===== src/rtl/sim_mon_pkg.sv =====
// Shared types and helpers for the simulation result monitor.
package sim_mon_pkg;

  typedef enum logic [1:0] {IDLE, RUN, REPORT, DONE} state_t;

  localparam int RES_WORDS = 5;
  localparam logic [31:0] SIG_POLY_DEFAULT = 32'h04C1_1DB7;

  // XOR the eight 32-bit chunks of a zero-padded 256-bit sample together.
  function automatic logic [31:0] fold(input logic [255:0] y);
    logic [31:0] acc;
    acc = '0;
    for (int i = 0; i < 8; i++) begin
      acc ^= y[i*32 +: 32];
    end
    return acc;
  endfunction

endpackage


===== src/rtl/lsb_index.sv =====
// Combinational encoder for the index of the lowest set bit of a vector.
module lsb_index #(
  parameter int W = 233
) (
  input  logic [W-1:0] vec,
  output logic [7:0]   idx,
  output logic         any
);

  // Scan from the top down so the lowest set bit wins the last assignment.
  always_comb begin
    idx = '0;
    any = 1'b0;
    for (int i = W - 1; i >= 0; i--) begin
      if (vec[i]) begin
        idx = 8'(i);
        any = 1'b1;
      end
    end
  end

endmodule


===== src/rtl/sim_result_monitor.sv =====
// Compares netlist vs golden output streams, signs both with MISRs and
// streams a five-word pass/fail record over a valid/ready port.
module sim_result_monitor
  import sim_mon_pkg::*;
#(
  parameter int          WIDTH       = 233,
  parameter int          NUM_SAMPLES = 22,
  parameter logic [31:0] SIG_INIT    = 32'h0000_0000,
  parameter logic [31:0] SIG_POLY    = SIG_POLY_DEFAULT
) (
  input  logic             clk,
  input  logic             rst_n,
  input  logic             start,
  input  logic             sample_en,
  input  logic [WIDTH-1:0] y_ref,
  input  logic [WIDTH-1:0] y_dut,
  output logic             res_valid,
  input  logic             res_ready,
  output logic [31:0]      res_data,
  output logic             res_last,
  output logic             busy,
  output logic             done,
  output logic             pass
);

  localparam logic [15:0] NUM16     = 16'(NUM_SAMPLES);
  localparam logic [15:0] LAST_IDX  = 16'(NUM_SAMPLES - 1);
  localparam logic [2:0]  LAST_WORD = 3'(RES_WORDS - 1);

  state_t      state;
  logic [15:0] sample_idx;
  logic [15:0] mismatch_cnt;
  logic        first_valid;
  logic [15:0] first_cycle;
  logic [7:0]  first_bit;
  logic [31:0] sig_ref;
  logic [31:0] sig_dut;
  logic [2:0]  word_ptr;

  logic [WIDTH-1:0] diff;
  logic [7:0]       diff_lsb;
  logic             diff_any;
  logic [255:0]     ref_pad;
  logic [255:0]     dut_pad;
  logic [31:0]      sig_ref_next;
  logic [31:0]      sig_dut_next;
  logic [31:0]      res_word;

  assign diff = y_ref ^ y_dut;

  lsb_index #(.W(WIDTH)) u_lsb_index (
    .vec (diff),
    .idx (diff_lsb),
    .any (diff_any)
  );

  always_comb begin
    ref_pad = '0;
    dut_pad = '0;
    ref_pad[WIDTH-1:0] = y_ref;
    dut_pad[WIDTH-1:0] = y_dut;
  end

  assign sig_ref_next = {sig_ref[30:0], 1'b0} ^ (sig_ref[31] ? SIG_POLY : 32'h0) ^ fold(ref_pad);
  assign sig_dut_next = {sig_dut[30:0], 1'b0} ^ (sig_dut[31] ? SIG_POLY : 32'h0) ^ fold(dut_pad);

  always_comb begin
    res_word = '0;
    case (word_ptr)
      3'd0:    res_word = {16'h0, NUM16};
      3'd1:    res_word = {16'h0, mismatch_cnt};
      3'd2:    res_word = first_valid ? {first_cycle, 8'h00, first_bit} : 32'hFFFF_FFFF;
      3'd3:    res_word = sig_ref;
      3'd4:    res_word = sig_dut;
      default: res_word = '0;
    endcase
  end

  // Gated by valid so the port reads all-zero outside REPORT.
  assign res_data = res_valid ? res_word : 32'h0;
  assign res_last = res_valid && (word_ptr == LAST_WORD);

  always_ff @(posedge clk or negedge rst_n) begin
    if (!rst_n) begin
      state        <= IDLE;
      sample_idx   <= '0;
      mismatch_cnt <= '0;
      first_valid  <= 1'b0;
      first_cycle  <= '0;
      first_bit    <= '0;
      sig_ref      <= SIG_INIT;
      sig_dut      <= SIG_INIT;
      word_ptr     <= '0;
      res_valid    <= 1'b0;
      busy         <= 1'b0;
      done         <= 1'b0;
      pass         <= 1'b0;
    end else begin
      case (state)
        IDLE, DONE: begin
          if (start) begin
            state        <= RUN;
            sample_idx   <= '0;
            mismatch_cnt <= '0;
            first_valid  <= 1'b0;
            sig_ref      <= SIG_INIT;
            sig_dut      <= SIG_INIT;
            word_ptr     <= '0;
            busy         <= 1'b1;
            done         <= 1'b0;
            pass         <= 1'b0;
          end
        end

        RUN: begin
          if (sample_en) begin
            sig_ref    <= sig_ref_next;
            sig_dut    <= sig_dut_next;
            sample_idx <= sample_idx + 16'd1;
            if (diff_any) begin
              if (mismatch_cnt != 16'hFFFF) begin
                mismatch_cnt <= mismatch_cnt + 16'd1;
              end
              if (!first_valid) begin
                first_valid <= 1'b1;
                first_cycle <= sample_idx;
                first_bit   <= diff_lsb;
              end
            end
            if (sample_idx == LAST_IDX) begin
              state     <= REPORT;
              res_valid <= 1'b1;
              word_ptr  <= '0;
            end
          end
        end

        REPORT: begin
          if (res_ready) begin
            if (word_ptr == LAST_WORD) begin
              state     <= DONE;
              res_valid <= 1'b0;
              word_ptr  <= '0;
              busy      <= 1'b0;
              done      <= 1'b1;
              pass      <= (mismatch_cnt == 16'h0) && (sig_ref == sig_dut);
            end else begin
              word_ptr <= word_ptr + 3'd1;
            end
          end
        end

        default: begin
          state <= IDLE;
        end
      endcase
    end
  end

endmodule


===== config.mk =====
export PLATFORM = sky130hd
export DESIGN_NAME = sim_result_monitor
export DESIGN_NICKNAME = d
export VERILOG_FILES = /design/src/rtl/sim_mon_pkg.sv /design/src/rtl/lsb_index.sv /design/src/rtl/sim_result_monitor.sv
export SDC_FILE = /design/constraint.sdc
export NUM_CORES = 1
export LEC_CHECK = 0
export ABC_AREA = 1
export CELL_PAD_IN_SITES_DETAIL_PLACEMENT = 0
export CELL_PAD_IN_SITES_GLOBAL_PLACEMENT = 2
export CORE_MARGIN = 2
export CORE_UTILIZATION = 28
export CTS_BUF_LIST = sky130_fd_sc_hd__clkbuf_8 sky130_fd_sc_hd__clkbuf_16
export DETAILED_ROUTE_END_ITERATION = 12
export PLACE_DENSITY_LB_ADDON = 0.1
export SLEW_MARGIN = 20
export SYNTH_ARGS = -nofsm -noshare
export SYNTH_HDL_FRONTEND = slang
export SYNTH_SLANG_ARGS = --single-unit
export TNS_END_PERCENT = 1

===== constraint.sdc =====
create_clock -name clk -period 3.6 [get_ports clk]
set_clock_uncertainty 0.1 [all_clocks]
set_input_delay 0.54 -clock clk [delete_from_list [all_inputs] [get_ports clk]]
set_output_delay 0.54 -clock clk [all_outputs]
set_load 0.005 [all_outputs]

# Yosys cells after proc, flatten, opt, wreduce, memory -nomap -nowiden
# Index checks and enable logic that the tools add are counted.
[totals]
reg_bits = 130
in_bits = 471
output_inout_bits = 37
wordCells = 582
[op_classes]
addsub = 3
eq_ne = 17
muxes = 512
bitwise_logic = 20
reduce_logical = 17
[op_table]
columns = ["op", "n"]
rows = [
  ["2-to-1 mux 8 bit", 233],
  ["XOR 32 bit", 14],
  ["2-to-1 mux 1 bit", 245],
  ["XOR 233 bit", 1],
  ["2-to-1 mux 32 bit", 5],
  ["one-hot mux 32 bit (5 select lines)", 1],
  ["one-hot mux 32 bit (2 select lines)", 2],
  ["2-to-1 mux 16 bit", 5],
  ["one-hot mux 16 bit (2 select lines)", 2],
  ["XOR 32 x 27 -> 32 bit", 2],
  ["XOR 32 x 9 -> 32 bit", 2],
  ["2-to-1 mux 27 bit", 2],
  ["adder 16 x 1 -> 16 bit (second input constant)", 2],
  ["== test 32 bit", 1],
  ["== test 16 x 5 -> 1 bit (second input constant)", 1],
  ["logical NOT 16 bit", 1],
  ["!= test 16 bit (second input constant)", 1],
  ["AND reduction 4 bit", 4],
  ["2-to-1 mux 3 bit", 5],
  ["AND reduction 5 bit", 3],
  ["!= test 2 bit (second input constant)", 7],
  ["2-to-1 mux 2 bit", 5],
  ["one-hot mux 1 bit (2 select lines)", 5],
  ["one-hot mux 3 bit (3 select lines)", 1],
  ["14 further kinds", 19],
]

# Depth between registers and ports, before layout
# Gate-level depths: netlist of run 1.
[logic_depth]
ltp_word = 237
mapped_depth = 233
mapped_depth_nobuf = 233

# By module
# From an unflattened synthesis of run 1, not the netlist that was laid out.
[unflattened]
hier_cells = 4024
hier_area_um2 = 22068.7
[by_module_without_submodules]
columns = ["module", "n_inst", "cells_each", "area_per_inst_um2", "seq_area_each_um2"]
rows = [
  ["sim_result_monitor", 1, 3135, 17646.9, 3253.1],
  ["lsb_index", 1, 889, 4421.7, 0.0],
]

# Worst setup path before layout of run 1
# OpenSTA, ideal clock, no wires.
[synth_timing]
path_type = "input -> register"
startpoint = "input port y_dut[229]"
endpoint = "register first_bit[0]"
setup_ns = 0.116
arrival_ns = 10.873
required_ns = 3.384
slack_ns = -7.489
path_stages = 230
n_path_buf = 0
path_cell_list = "xnor2_1 -> nand2_1 -> nand2_1 -> nand2_1 -> nand2_1 -> nand2_1 -> nand2_1 -> nand2_1 -> nand2_1 -> nand2_1 -> nand2_1 -> nand2_1 -> nand2_1 -> nand2_1 -> nand2_1 -> nand2_1 -> nand2_1 -> nand2_1 -> [... 194 more ...] -> nand2_1 -> nand2_1 -> nand2_1 -> nand2_1 -> nand2_1 -> nand2_1 -> nand2_1 -> nand2_1 -> nand2_1 -> nand2_1 -> nand2_1 -> nand2_1 -> nand2_1 -> nand2_1 -> nand2_1 -> nand2_1 -> nand2_1 -> nand2_1"
[synth_between]
elab_chain_len = 232
elab_cells_between_ends = 462
classes_between = "460 x mux; 1 x bitwise; 1 x reduce/logical"
[synth_rtl]
columns = ["item", "line", "source"]
rows = [
  ["start: declaration", "sim_result_monitor.sv:16", "input logic [WIDTH-1:0] y_dut,"],
  ["XOR 233 bit (*)", "sim_result_monitor.sv:49", "assign diff = y_ref ^ y_dut;"],
  ["2-to-1 mux 1 bit (230 in a row)", "lsb_index.sv:15", "if (vec[i]) begin"],
  ["AND reduction 4 bit (no source line)", "-", ""],
  ["end signal: assignment", "sim_result_monitor.sv:127", "first_bit <= diff_lsb;"],
  ["end: declaration", "sim_result_monitor.sv:35", "logic [7:0] first_bit;"],
]
# Every way passes the cells marked *; elsewhere a longest branch is shown, timed or not.
# A chain may end at the register's enable or synchronous reset.

# Worst setup path in the final report of run 1
[layout_timing]
startpoint = "input port y_ref[230]"
endpoint = "register first_bit[1]"
[layout_between]
elab_chain_len = 233
elab_cells_between_ends = 464
classes_between = "462 x mux; 1 x bitwise; 1 x reduce/logical"
[layout_rtl]
columns = ["item", "line", "source"]
rows = [
  ["start: declaration", "sim_result_monitor.sv:15", "input logic [WIDTH-1:0] y_ref,"],
  ["XOR 233 bit (*)", "sim_result_monitor.sv:49", ""],
  ["2-to-1 mux 1 bit (231 in a row)", "lsb_index.sv:15", ""],
  ["AND reduction 4 bit (no source line)", "-", ""],
]
# Marked as above.

==> reports/qor.yml, run 1 <==
timing:
  hold-worst-slack_ns: 0.05080
  finalCritPeriodShare_pct: 365.1
  finalWorstSetupSlack_ns: -9.543
  finalSetupViolations: 41
  relSlewSlack_pct: 40.72
  slew_violations: 0
  max_freq_mhz: 76.09
  period_minus_slack_ns: 13.14
  rsz0062_at_grt: "true"
  hold_viol: 0
  tightest_slew_ns: 0.8828
global_routing:
  grt_max_degree: 64
  grt_pass1_vias: 20520
  grt_pass1_wl_um: 133900
  grt_usage_pct: 27.68
  grt_antenna_before_repair: 6
  grtUsageMet2_pct: 50.84
  busiest_layer: "met2"
  met1_usage_pct: 35.33
  overflow: 0
  met3_usage_pct: 1.973
logic_synthesis:
  netlist_area_um2: 18030
  synth_top_area_share_pct: 21.81
  synthArstFlopShare_pct: 100.0
  synth_ff_type: "dfrtp_1"
  synth.avg_cell_area_um2: 8.076
  synthTopCellsByArea: "xnor2_1 (22%), dfrtp_1 (18%), xnor2_4 (17%)"
  syn_inst: 2233
  synth.most_common_cell: "nand2_1"
  synth_area_leader_cell: "xnor2_1"
  ys_ff_latch: 130
  synth_edf_count: 0
  ys_types: 45
  synth-seq-area-share_pct: 18.04
  syn_nets: 2716
  ys_warn_count: 0
  netlist_top_cells_count: "nand2_1 (513), xnor2_1 (449), nor2_1 (183)"
finish:
  layout.nets: 4020
  n_fill_cell: 6304
  layout-drive-gt1-share_pct: 29.35
  syn_to_final_growth_pct: 72.06
  final_util_pct: 48.40
power_and_ir_drop:
  powerDensity_nw_per_um2: 389.8
  vdd_drop_max_mv: 0.3715
  total_power_uw: 12100
  p_leak_uw: 0.01340
  switching_share_pct: 45.65
  p_switching_uw: 5522
  combPwrFrac_pct: 65.8
  internal-power_uw: 6575
  seqPwrFrac_pct: 18.9
  p_clk_share_pct: 15.2
setup_path:
  crit_end: "first_bit[1]"
  worst_ep_arrival_time_ns: 13.37
  endpoint_kind: "flip-flop"
  cp_common_cell: "buf_4"
  reg2reg_to: "pass"
  cpLargestDelayFamily: "compound AO/OA/AOI/OAI gates"
  crit_required_ns: 3.83
  cp_slowest_cell: "o31ai_1"
  slowest_delay_ns: 0.25
  rr_worst_depth: 10
  crit_buf_inv: 37
  cp.depth: 115
  start_kind: "input port"
  r2r_start: "word_ptr[0]"
  startpoint: "y_ref[230]"
  worstSetupPathType: "in2reg"
  crit_fanout: 3
  ff2ff_setup_slack_ns: 0.68
die:
  die_h_um: 257.8
  io_pins: 508
  start_util_pct: 28.13
  core_area_um2: 64120
  fp.dieArea_um2: 66460
  die-width_um: 257.8
  fp-row-count: 93
detailed_routing:
  first_pass_iters: 5
  dr_total_vias: 19830
  drc: 0
  postRouteAntennaNets: 0
  drt_iter0_markers: 1137
  wl_per_cell_um: 21.14
  routed_wl_um: 93260
  viasPerCell: 4.496
worst_hold_path:
  hold_path.class: "in2async"
clock_network:
  path_clk_slew_ns: 0.07
  insertion_delay_ns: 0.44
  cts-root-buf: "clkbuf_16"
  cts_buffer_depth: 2
  cts_buffers: 17
  cts_sinks: 130
  cts_max_level: 4
  cts_tree: "done"
  ctsHoldBuffers: 0
placement:
  gp_congestion: 0.9642
  portBuffers: 507
  place_hpwl_um: 84040
run_status:
  violations: "setup timing"
  status: "complete, but fails checks"
run:
  cap_violations: 0
==> worst register-to-register path, delay by kind of cell, from the launching register on <==
| family | cells | cell delay [ns] |
|---|---|---|
| simple gates | 6 | 1.23 |
| compound gates | 1 | 0.27 |
| buf+inv | 2 | 0.62 |
| flops | 1 | 0.43 |
| fa+ha+maj | 1 | 0.18 |
==> power by group through the flow <==
stage,sequential (uW),combinational (uW),clock [uW]
finish,2290,7960,1840
detailed placement,2300,7880,0
CTS,2280,7990,1870
global route,2360,8600,1930
global placement,2290,7830,0
floorplan,2170,4050,0
==> timing repair <==
| item | 4_1_cts | 5_1_grt |
|---|---|---|
| pin swaps | 18 | 27 |
| endpoints found under the setup margin | 41 | 59 |
| hold endpoints to repair | 0 | 0 |
| buffers inserted | 35 | 0 |
| resized for setup | 98 | 21 |
==> worst min-delay path by stage <==
stage               slack, ns  cells past startpoint   from  endpoint
detailed placement       0.38                      2   pass      pass
global placement         0.37                      2   done      done
global route              0.1                      1  rst_n  state[0]
finish                   0.05                      1  rst_n  state[0]
floorplan                0.14                      0  rst_n      busy
CTS                      0.07                      1  rst_n      done
==> kinds of logic after synthesis <==
group	share of synthesized area, %
AND/OR/NAND/NOR	19.48
XOR/XNOR	47.22
AO/OA/AOI/OAI	9.831
buffers and inverters	4.600
flip-flops	18.04
adder cells (fa/ha/maj)	0.8325
==> cell usage in the layout (no fill, tap or decap), drive strengths merged, types with 13 or more instances in the layout <==
cell type and count:
buf 825, xnor2 571, nand2 513, clkdlybuf4s50 488
nor2 183, inv 181, xor2 154, dfrtp 130
o21ai 90, o22ai 60, a21oi 58, nor3 46
nand3 36, nor4 27, nand4 22, a221oi 20
clkbuf 19, a211oi 14, and2 14, a31oi 13
==> flip-flops by register name (all words and copies together), names as in the netlist, 2 cells and up <==
signal / flops
word_ptr: 3
first_cycle: 16
sig_ref: 32
state: 2
sig_dut: 32
sample_idx: 16
mismatch_cnt: 16
first_bit: 8
==> stage by stage <==
stage	worst slack, ns	setup TNS [ns]	cell area, um2	std cells
finish	-9.543	-117.82	31030	4411
detailed placement	-11.03	-62.30	29960	4338
floorplan	-7.430	-10.88	18060	2233
global route	-11.69	-128.01	31030	4411
global placement	-11.14	-62.77	29960	4338
CTS	-9.632	-104.94	30970	4405
==> cell type report <==
class | instances | area, um2 | share of cell area, %
Antenna cell | 6 | 15.01 | 0.04839
Clock buffer | 19 | 452.9 | 1.460
Clock inverter | 13 | 160.2 | 0.5161
Inverter | 183 | 698.2 | 2.250
Multi-Input combinational cell | 1882 | 14160 | 45.64
Sequential cell | 130 | 3253 | 10.48
Tap cell | 855 | 1070 | 3.448
Timing Repair Buffer | 1323 | 11220 | 36.15
==> routing by layer <==
metal / vias to the layer above / share of wire [%]
met1: 9469 / 44
met2: 456 / 52
met5: - / 0
li1: 9834 / -
met4: 0 / 1.8
met3: 72 / 2.8
Power figures use the tool's default switching activity.
==> run 2: changes to the inputs <==
CELL_PAD_IN_SITES_DETAIL_PLACEMENT = default   (was 0)
CELL_PAD_IN_SITES_GLOBAL_PLACEMENT = default   (was 2)
CORE_UTILIZATION = 45   (was 28)
PLACE_DENSITY = 0.76   (was default)
PLACE_DENSITY_LB_ADDON = default   (was 0.1)
==> run 2 against run 1 <==
Against the previous run: the run still ends with setup timing left; first-iteration DRC count increased by 56%; register-to-register slack got worse by 0.22 ns; combinational power decreased by 2%; routed wire length decreased by 7.0%; non-clock buffer count decreased by 96; sequential cell count unchanged; critical path depth increased by 119; global-route usage increased by 13 points; critical path type unchanged; largest cell class unchanged; highest routed layer is now met5.
==> reports/qor.yml, run 2 (synthesized netlist as in run 1, its figures left out) <==
run_status:
  status: "complete, but fails checks"
  violations: "setup timing"
clock_network:
  cts_max_level: 4  # unchanged
  path_clk_slew_ns: 0.06  # about the same
  ctsHoldBuffers: 0  # unchanged
  cts_tree: "done"
  cts_sinks: 130  # unchanged
  insertion_delay_ns: 0.44  # about the same
  cts_buffer_depth: 2  # unchanged
  cts_buffers: 17  # unchanged
  cts-root-buf: "clkbuf_16"
finish:
  final_common_cell: "buf_4"
  layout.nets: 3924  # -2.4%
  layout-drive-gt1-share_pct: 27.36  # -2.0 points
  reg.largest.list: "sig_dut: 32 flops, sig_ref: 32 flops"
  finalNonFillerCells: 3990  # -9.5%
  n_fill_cell: 2895  # -54%
  syn_to_final_growth_pct: 65.87
  mostFrequentLayoutCells: "buf_4 (717), nand2_1 (497), clkdlybuf4s50_1 (478), xnor2_1 (441), nor2_1 (182)"
global_routing:
  grt_antenna_before_repair: 10  # +4
  grt_usage_pct: 40.83  # +13 points
  busiest_layer: "met2"
  met3_usage_pct: 5.405  # +3.4 points
  overflow: 0  # unchanged
  met1_usage_pct: 50.01  # +15 points
  grt_pass1_vias: 21320  # +3.9%
  grtUsageMet2_pct: 71.88  # +21 points
  grt_max_degree: 76  # +19%
  grt_pass1_wl_um: 126100  # -5.8%
power_and_ir_drop:
  powerDensity_nw_per_um2: 395.0  # +1.3%
  p_clk_share_pct: 14.2  # -1.0 points
  vdd_drop_max_mv: 0.3137  # -16%
  internal-power_uw: 6241  # -5.1%
  combPwrFrac_pct: 66.3  # +0.5 points
  seqPwrFrac_pct: 19.5  # +0.6 points
  p_switching_uw: 5575  # +0.97%
  p_leak_uw: 0.01302  # -2.8%
  switching_share_pct: 47.18  # +1.5 points
detailed_routing:
  drt_iter0_markers: 1770  # +56%
  routed_wl_um: 86770  # -7.0%
  postRouteAntennaNets: 0  # unchanged
  dr_total_vias: 20770  # +4.7%
  first_pass_iters: 6  # +1
  drc: 0  # unchanged
  viasPerCell: 5.206  # +16%
  wl_per_cell_um: 21.75  # +2.9%
timing:
  max_freq_mhz: 75.72  # -0.48%
  period_minus_slack_ns: 13.21  # +0.06399 ns
  finalWorstSetupSlack_ns: -9.607  # -0.06399 ns
  slew_violations: 0  # unchanged
  relSlewSlack_pct: 41.76  # +1.0 points
  tightest_slew_ns: 0.8673  # -0.01549 ns
  rsz0062_at_grt: "true"
  finalCritPeriodShare_pct: 366.9  # +1.8 points
  hold_viol: 0  # unchanged
  tns_ns: -18.93  # +98.89 ns
  finalSetupViolations: 17  # -59%
setup_path:
  endpoint_kind: "flip-flop"
  worst_ep_arrival_time_ns: 13.44  # +0.07 ns
  worstSetupPathType: "in2reg"
  cp_common_cell: "nand2_1"
  crit_required_ns: 3.83  # about the same
  crit_fanout: 3  # unchanged
  cp_slowest_cell: "buf_4"
  start_kind: "input port"
  slowest_delay_ns: 0.11  # -0.14 ns
die:
  core_area_um2: 39640  # -38%
  die-width_um: 204.2  # -21%
  io_pins: 508  # unchanged
  die_h_um: 204.2  # -21%
  fp-row-count: 73  # -22%
  fp.dieArea_um2: 41700  # -37%
  start_util_pct: 45.50  # +17 points
placement:
  place_hpwl_um: 77040  # -8.3%
  dp_cells: 3946  # -9.0%
  portBuffers: 507  # unchanged
  gp_congestion: 1.102  # +14%
worst_hold_path:
  hold_path.class: "in2async"
run:
  cap_violations: 0  # unchanged
run 2: routing by layer:
| layer | vias to the layer above | routed length (um) |
|---|---|---|
| met5 | - | 13 |
| met4 | 2 | 4173 |
| met3 | 229 | 5387 |
| met2 | 1075 | 42530 |
| met1 | 9785 | 34670 |
| li1 | 9679 | - |
run 2: repair_timing:
item / in CTS / in global routing
endpoints found under the hold margin: 0 / 0
buffers inserted: 1 / 0
setup endpoints to repair: 39 / 39
gates resized for setup: 90 / 26
pin swaps: 9 / 7
run 2: area by class of cell:
type	instances	area (um2)	share of cell area [%]
Clock buffer	17	425.4	1.422
Antenna cell	11	27.53	0.09202
Clock inverter	15	135.1	0.4517
Sequential cell	130	3253	10.87
Inverter	183	694.4	2.321
Timing Repair Buffer	1227	10510	35.14
Tap cell	525	656.9	2.196
Multi-Input combinational cell	1882	14210	47.51
run 2: worst paths after layout:
path	from	end	slack, ns	depth (start not counted)
setup reg to reg	state[1]	sample_idx[14]	0.46	13
setup / recovery	y_dut[230]	first_bit[0]	-9.61	234
hold / removal	rst_n	state[1]	0.07	1
hold reg to reg	done	done	0.39	2
min in group clk	done	done	0.39	2
max in group asynchronous	rst_n	sig_ref[14]	2.43	2
run 2: metrics by stage:
stage                     area, um2  hold slack (ns)  worst slack [ns]  utilization (%)  power [uW]
after detailed placement      29110           0.3760            -10.46            73.43        9857
after global routing          29910           0.1353            -11.62            75.46       12380
after global placement        29110           0.3679            -10.33            73.43        9628
after floorplan               18060           0.1444            -7.430                -        6219
after CTS                     29770           0.1061            -9.317            75.11       11580
final                         29910          0.07317            -9.607            75.47       11820
run 2: critical path: cells and delay by family:
family / cells / cell delay (ns)
buffers and inverters: 2 / 0.14
AND/OR/NAND/NOR: 232 / 12.80
run 2: power groups by stage:
stage	clock (uW)	sequential (uW)	combinational, uW
3_5_place_dp	0	2300	7560
6_report	1670	2310	7840
2_1_floorplan	0	2170	4050
3_3_place_gp	0	2270	7360
5_1_grt	1730	2340	8300
4_1_cts	1670	2280	7630
